===== config.mk =====
export PLATFORM = sky130hd
export DESIGN_NAME = conv_sched
export DESIGN_NICKNAME = d
export VERILOG_FILES = /design/src/rtl/conv_pkg.sv /design/src/rtl/burst_router.sv /design/src/rtl/conv_sched.sv
export SDC_FILE = /design/constraint.sdc
export NUM_CORES = 1
export LEC_CHECK = 0
export CELL_PAD_IN_SITES_DETAIL_PLACEMENT = 1
export CELL_PAD_IN_SITES_GLOBAL_PLACEMENT = 1
export CORE_MARGIN = 2
export CORE_UTILIZATION = 28
export DETAILED_ROUTE_END_ITERATION = 10
export HOLD_SLACK_MARGIN = 0.08
export PLACE_DENSITY_LB_ADDON = 0.1
export SLEW_MARGIN = 10
export SYNTH_ARGS = -nofsm -noshare
export SYNTH_HDL_FRONTEND = slang
export SYNTH_HIERARCHICAL = 1
export SYNTH_SLANG_ARGS = --single-unit

===== constraint.sdc =====
create_clock -name clk -period 2.5 [get_ports clk]
set_input_delay 0.5 -clock clk [delete_from_list [all_inputs] [get_ports clk]]
set_output_delay 0.5 -clock clk [all_outputs]
set_load 0.01 [all_outputs]

===== src/rtl/conv_pkg.sv =====
// conv_pkg: scheduler FSM states and layer config word field layout
package conv_pkg;
  typedef enum logic [1:0] {IDLE, FILL, RUN, DRAIN} state_t;
  localparam int CFG_STRIDE_OFS = 0;
  localparam int CFG_STRIDE_W = 4;
  localparam int CFG_PAD_OFS = 4;
  localparam int CFG_PAD_W = 4;
  localparam int CFG_W_OFS = 8;
  localparam int CFG_W_W = 12;
  localparam int CFG_H_OFS = 20;
  localparam int CFG_H_W = 12;
  localparam int CFG_N_WRAP_C1_OFS = 32;
  localparam int CFG_N_WRAP_C1_W = 10;
  localparam int CFG_N_WRAP_C2_OFS = 42;
  localparam int CFG_N_WRAP_C2_W = 10;
  localparam int CFG_N_LAST_C1_OFS = 52;
  localparam int CFG_N_LAST_C1_W = 12;
endpackage


===== src/rtl/burst_router.sv =====
// burst_router: round-robin unit pointer and beat counter for one stream kind, gating burst starts on full
module burst_router
  import conv_pkg::*;
#(
  parameter int N = 8,
  parameter int BEATS = 32
) (
  input  logic         clk,
  input  logic         rstn,
  input  logic         en,
  input  logic         sel,
  input  logic [N-1:0] full,
  output logic         ready,
  output logic         mid,
  output logic [N-1:0] we
);
  localparam int PW = N > 1 ? $clog2(N) : 1;
  localparam int CW = BEATS > 1 ? $clog2(BEATS) : 1;
  logic [PW-1:0] ptr;
  logic [CW-1:0] cnt;
  assign mid = cnt != '0;
  assign ready = en & (mid | ~full[ptr]);
  assign we = (sel & ready) ? N'(1) << ptr : '0;
  // advance beat count per accepted beat; move to next unit when the burst completes
  always_ff @(posedge clk or negedge rstn) begin
    if (!rstn) begin
      ptr <= '0;
      cnt <= '0;
    end else if (sel & ready) begin
      cnt <= cnt == CW'(BEATS - 1) ? '0 : cnt + 1'b1;
      if (cnt == CW'(BEATS - 1)) ptr <= ptr == PW'(N - 1) ? '0 : ptr + 1'b1;
    end
  end
endmodule


===== src/rtl/conv_sched.sv =====
// conv_sched: layer scheduler feeding weight/feature buffers of chained conv units; CONV_SCHED_PERF_EN adds stall_cnt
module conv_sched
  import conv_pkg::*;
#(
  parameter int N_CONV_UNIT = 8,
  parameter int DATA_WIDTH = 64,
  parameter int UNIT_BURSTS_WEI = 32,
  parameter int UNIT_BURSTS_FTM = 1024,
  parameter int DRAIN_CYC = 8
) (
  input  logic                   clk,
  input  logic                   rstn,
  input  logic                   cfg_valid,
  output logic                   cfg_ready,
  input  logic [63:0]            cfg_in,
  output logic [63:0]            cfg_wr_data,
  output logic [63:0]            cfg_rd_data,
  output logic                   cfg_rd_run,
  input  logic [N_CONV_UNIT-1:0] cfg_rd_done,
  input  logic                   s_valid,
  output logic                   s_ready,
  input  logic                   s_kind,
  input  logic [DATA_WIDTH-1:0]  s_data,
  output logic [N_CONV_UNIT-1:0] wb_we,
  output logic [N_CONV_UNIT-1:0] fb_we,
  output logic [DATA_WIDTH-1:0]  di,
  input  logic [N_CONV_UNIT-1:0] wb_full,
  input  logic [N_CONV_UNIT-1:0] fb_full,
  input  logic [N_CONV_UNIT-1:0] wb_suff,
  input  logic [N_CONV_UNIT-1:0] fb_suff,
`ifdef CONV_SCHED_PERF_EN
  output logic [31:0]            stall_cnt,
`endif
  output logic                   pipe_en,
  output logic                   busy,
  output logic                   done
);
  localparam int DW = $clog2(DRAIN_CYC + 1);
  state_t state;
  logic [DW-1:0] dcnt;
  logic suff, en, kind, w_mid, f_mid, w_rdy, f_rdy;
  assign suff = (&wb_suff) & (&fb_suff);
  assign en = state == FILL || state == RUN;
  assign kind = w_mid ? 1'b0 : f_mid ? 1'b1 : s_kind;
  assign s_ready = kind ? f_rdy : w_rdy;
  assign di = s_data;
  assign cfg_ready = state == IDLE;
  assign busy = state != IDLE;
  assign pipe_en = (state == RUN && suff) || (state == DRAIN && !done);
  burst_router #(.N(N_CONV_UNIT), .BEATS(UNIT_BURSTS_WEI)) u_wei (
    .clk(clk), .rstn(rstn), .en(en), .sel(s_valid & ~kind), .full(wb_full),
    .ready(w_rdy), .mid(w_mid), .we(wb_we)
  );
  burst_router #(.N(N_CONV_UNIT), .BEATS(UNIT_BURSTS_FTM)) u_ftm (
    .clk(clk), .rstn(rstn), .en(en), .sel(s_valid & kind), .full(fb_full),
    .ready(f_rdy), .mid(f_mid), .we(fb_we)
  );
  // layer sequencing: latch config, wait for buffers, run, drain pipeline, pulse done
  always_ff @(posedge clk or negedge rstn) begin
    if (!rstn) begin
      state <= IDLE;
      cfg_wr_data <= '0;
      cfg_rd_data <= '0;
      cfg_rd_run <= 1'b0;
      done <= 1'b0;
      dcnt <= '0;
    end else begin
      case (state)
        IDLE: if (cfg_valid) begin
          cfg_wr_data <= cfg_in;
          state <= FILL;
        end
        FILL: if (suff) begin
          cfg_rd_data <= cfg_wr_data;
          cfg_rd_run <= 1'b1;
          state <= RUN;
        end
        RUN: if (&cfg_rd_done) begin
          cfg_rd_run <= 1'b0;
          dcnt <= '0;
          state <= DRAIN;
        end
        DRAIN: if (done) begin
          done <= 1'b0;
          state <= IDLE;
        end else begin
          done <= dcnt == DW'(DRAIN_CYC - 1);
          dcnt <= dcnt + 1'b1;
        end
        default: state <= IDLE;
      endcase
    end
  end
`ifdef CONV_SCHED_PERF_EN
  // saturating count of RUN cycles where the pipeline is starved
  always_ff @(posedge clk or negedge rstn) begin
    if (!rstn) stall_cnt <= '0;
    else if (state == IDLE && cfg_valid) stall_cnt <= '0;
    else if (state == RUN && !pipe_en && stall_cnt != '1) stall_cnt <= stall_cnt + 1'b1;
  end
`endif
endmodule


==> results of run 1 <==
==> layout by cell type, fill, tap and decap left out, drive strengths merged, types with 3 or more instances in the layout <==
master / synthesis / layout
o31ai: 5 / 5
mux2i: 5 / 5
mux2: 133 / 133
ha: 22 / 22
buf: 75 / 97
nand2: 12 / 12
a31oi: 7 / 8
nor2: 12 / 12
and4: 3 / 3
nand4: 9 / 9
nor3: 3 / 3
dfrtp: 157 / 157
o21ai: 10 / 10
o2bb2ai: 4 / 4
nor2b: 3 / 3
and3: 19 / 19
nand3: 10 / 10
inv: 19 / 28
nor4b: 4 / 4
and2: 7 / 7
clkdlybuf4s50: 0 / 239
clkinvlp: 0 / 3
nor3b: 4 / 4
xnor2: 3 / 3
clkbuf: 7 / 18
a221o: 4 / 4
==> metrics by stage <==
stage                     TNS, ns  instance area, sq um
after floorplan                 0                  7652
after global placement     -8.899                 10550
after detailed placement   -9.527                 10550
after CTS                  -6.225                 11350
after global routing       -7.961                 11440
final                      -5.454                 11440
==> state kept, by name, indices dropped and copies added (netlist names), 2 cells and up <==
name / flops
u_wei/cnt: 5
u_ftm/cnt: 10
state: 2
u_wei/ptr: 3
cfg_rd_data: 64
dcnt: 4
cfg_wr_data: 64
u_ftm/ptr: 3
==> metal layers <==
metal  global-route usage, %  up-vias  wire, microns
li1                        -     2472              -
met1                   18.46     2787           9012
met2                   27.01      204          11250
met3                   5.191       36           1678
met4                   4.573        0            332
met5                       0        -              0
==> power by group through the flow <==
stage / clock [mW] / sequential (mW) / combinational [mW]
floorplan: 0 / 3.95 / 1.57
global placement: 0 / 3.69 / 3.89
detailed placement: 0 / 3.75 / 3.98
CTS: 2.64 / 3.70 / 4.20
global route: 2.74 / 3.79 / 4.54
finish: 2.54 / 3.70 / 4.22
==> layout make-up <==
class | instances | area [sq um]
inverters | 19 | 71.32
clock inverters | 14 | 143.9
multi-input cells | 302 | 3158
clock buffers | 18 | 429.2
repair buffers | 338 | 3283
well taps | 341 | 426.7
flip-flops and latches | 157 | 3929
fillers | 2806 | 15360
diodes | 1 | 2.502
==> worst reg2reg max path, stage by stage (launching register included) <==
cell      delay, ns
dfrtp_1        0.39
inv_2          0.09
ha_4           0.14
nor2b_4        0.12
and4_4         0.22
inv_2          0.05
o21bai_4       0.15
nor2_2         0.06
buf_4          0.13
buf_4          0.12
buf_4          0.12
buf_4          0.12
buf_4          0.13
nand3_2        0.12
mux2_2         0.34
==> cell families (layout without fill, tap and decap cells) <==
logic type | after synthesis | after routing | synth area share [%]
other cells | 0 | 1 | 0
flops | 157 | 157 | 51.59
fa+ha+maj | 22 | 22 | 3.614
simple gates | 90 | 90 | 7.426
buf+inv | 101 | 389 | 9.167
mux | 140 | 140 | 22.93
xor+xnor | 4 | 4 | 0.5587
compound gates | 45 | 46 | 4.715
==> worst min-delay path by stage <==
| stage | slack (ns) | endpoint | startpoint | cells after the start |
|---|---|---|---|---|
| 2_1_floorplan | 0.20 | cfg_rd_data[0] | rstn | 0 |
| 3_3_place_gp | 0.49 | cfg_rd_data[1] | cfg_rd_data[1] | 1 |
| 3_5_place_dp | 0.49 | cfg_rd_data[2] | cfg_rd_data[2] | 1 |
| 4_1_cts | 0.51 | cfg_rd_data[2] | cfg_rd_data[2] | 1 |
| 5_1_grt | 0.51 | cfg_rd_data[10] | cfg_rd_data[10] | 1 |
| 6_report | 0.51 | cfg_rd_data[2] | cfg_rd_data[2] | 1 |
==> repair_timing <==
| action | 4_1_cts | 5_1_grt |
|---|---|---|
| setup endpoints to repair | 18 | 22 |
| buffers inserted | 21 | 3 |
| gates resized for setup | 98 | 21 |
| cloned | 1 | 0 |
| endpoints found under the hold margin | 50 | 0 |
| hold buffers | 1 | 0 |
| pin swaps | 8 | 7 |
==> metrics.txt, run 1 <==
Cell Chain, Critical Path=inv_2, ha_4, nor2b_4, and4_4, inv_2, o21bai_4, and2_4, nand2_4, a31oi_4, buf_6, and3_4, buf_6; gr ovfl total=0; Tot Pwr=10.46 mW; post-layout min period=2.914 ns; power share of the clock group=24.3%; Vias per Instance=about 4.6; HPWL after DPL=~16 mm; drt wl/cell=between 15 and 20 microns; root buf cell=clkbuf_16; Cell Pwr Density=913.8 mW/mm^2; Setup Viol. Count Final=17; Min-Delay Path Class=flip-flop to flip-flop; synth cell count leaders=dfrtp_1 (157), mux2_2 (91), buf_4 (65); Final Hold Viols=0; Final Skew=~0.011 ns; Post-synth EDFFs=0; Critical Path Slowest Stage Cell=dfrtp_1; max-cap check violation count=0; failing checks=negative setup slack; fraction of registers with async set/reset=between 90% and 100%; crit path kind=flip-flop to primary output; Worst-Skew Late Latency=~0.43 ns; ratio of cells with drive above 1 in the final layout=35.85%; crit path DAT=roughly 2.4 ns; CP Capture Point=wb_we[5]; Worst setup SP type=flip-flop; FF-to-FF path depth=14; mean area per synthesized cell=13.62 sq um; initial DRC count=200; PortBufs=258; Bufs on Longest Clock Path=2; Final nets=~1000; CTS tree=yes; post-synth top area cell=dfrtp_1; DP Cell Count=roughly 1100; Cells after Synth=559; Crit. End Element=primary output; Pint=between 7 and 8 mW; sequential share of the synthesized area=around 52%; Tcrit/Tclk final=116.6%; top post-synthesis cells by area=dfrtp_1 (52%), mux2_2 (13%), mux2_4 (8.1%); chip height=about 170 microns; status=complete, but fails checks; total CTS buffers=17; row count=60; die width=about 170 microns; IO Pins=387; area fraction of the dominant cell type after synthesis=51.59%; final slew viol count=0; Least-Margin Pin Slew=around 0.53 ns; Cell variety after synth=53; worst r2r src=u_ftm/cnt[0]; CP bufs+invs=4; Most used DFF post-synth=dfrtp_1; vias=around 5500; Reg clk slew, reported paths=~0.060 ns; Max FO, Critical Path=4; Syn. warnings=6; fin worst setup slack=-0.4140 ns; first-pass GRT wire length=34.68 mm; Hold Slack=0.5063 ns; setup slack, reg-to-reg=approximately 0.10 ns; vias in the first global route=around 6000; Post-Synthesis Cell Area=0.007616 sq mm; worst r2r dst=u_ftm/ptr[1]; Pleak=between 5 and 6 nW; syn nets=754; Crit. path cell count=12; worst vdd ir=0.0004316 V; CP Data Required Time=about 2 ns; area growth from synthesis to layout=50.25%; Setup WS pre-CTS=-0.6972 ns; Sink Count=approximately 160; # H-tree levels=4; GRT Total Usage=about 16%; Initial Util=around 28%; die area=around 0.029 sq mm; cell with the most instances after synthesis=dfrtp_1; Critical Path Start=u_ftm/cnt[0]; power share of the sequential group=35.4%; RSZ-0062 raised after global routing=yes; drt pass-1 iters=4; CP max stage delay=about 0.39 ns; largest net degree at the start of global routing=54; Net Sw Power=~3.4 mW; core area=roughly 0.027 sq mm; GPL Wtd Cong=roughly 0.75; Top delay family on crit path=simple AND/OR/NAND/NOR gates; Non-Filler Instances=~1200; combinational group share of total power=roughly 40%; FMAX=~340 MHz; Residual DRC=0; sw frac=about a third; Routed Antenna Nets=0; worst relative slew slack=between 60% and 70%; initial antenna violation count=1; Detailed Route WL=22.27 mm; post-layout util=a little over two fifths; synthesized flop and latch total=157
(Power assumes the default switching activity.)
==> inputs of run 2 (changes only) <==
GPL_ROUTABILITY_DRIVEN = 0   (was default)
==> results of run 2 <==
No change in the layout: final DEF, timing and power equal those of run 1.
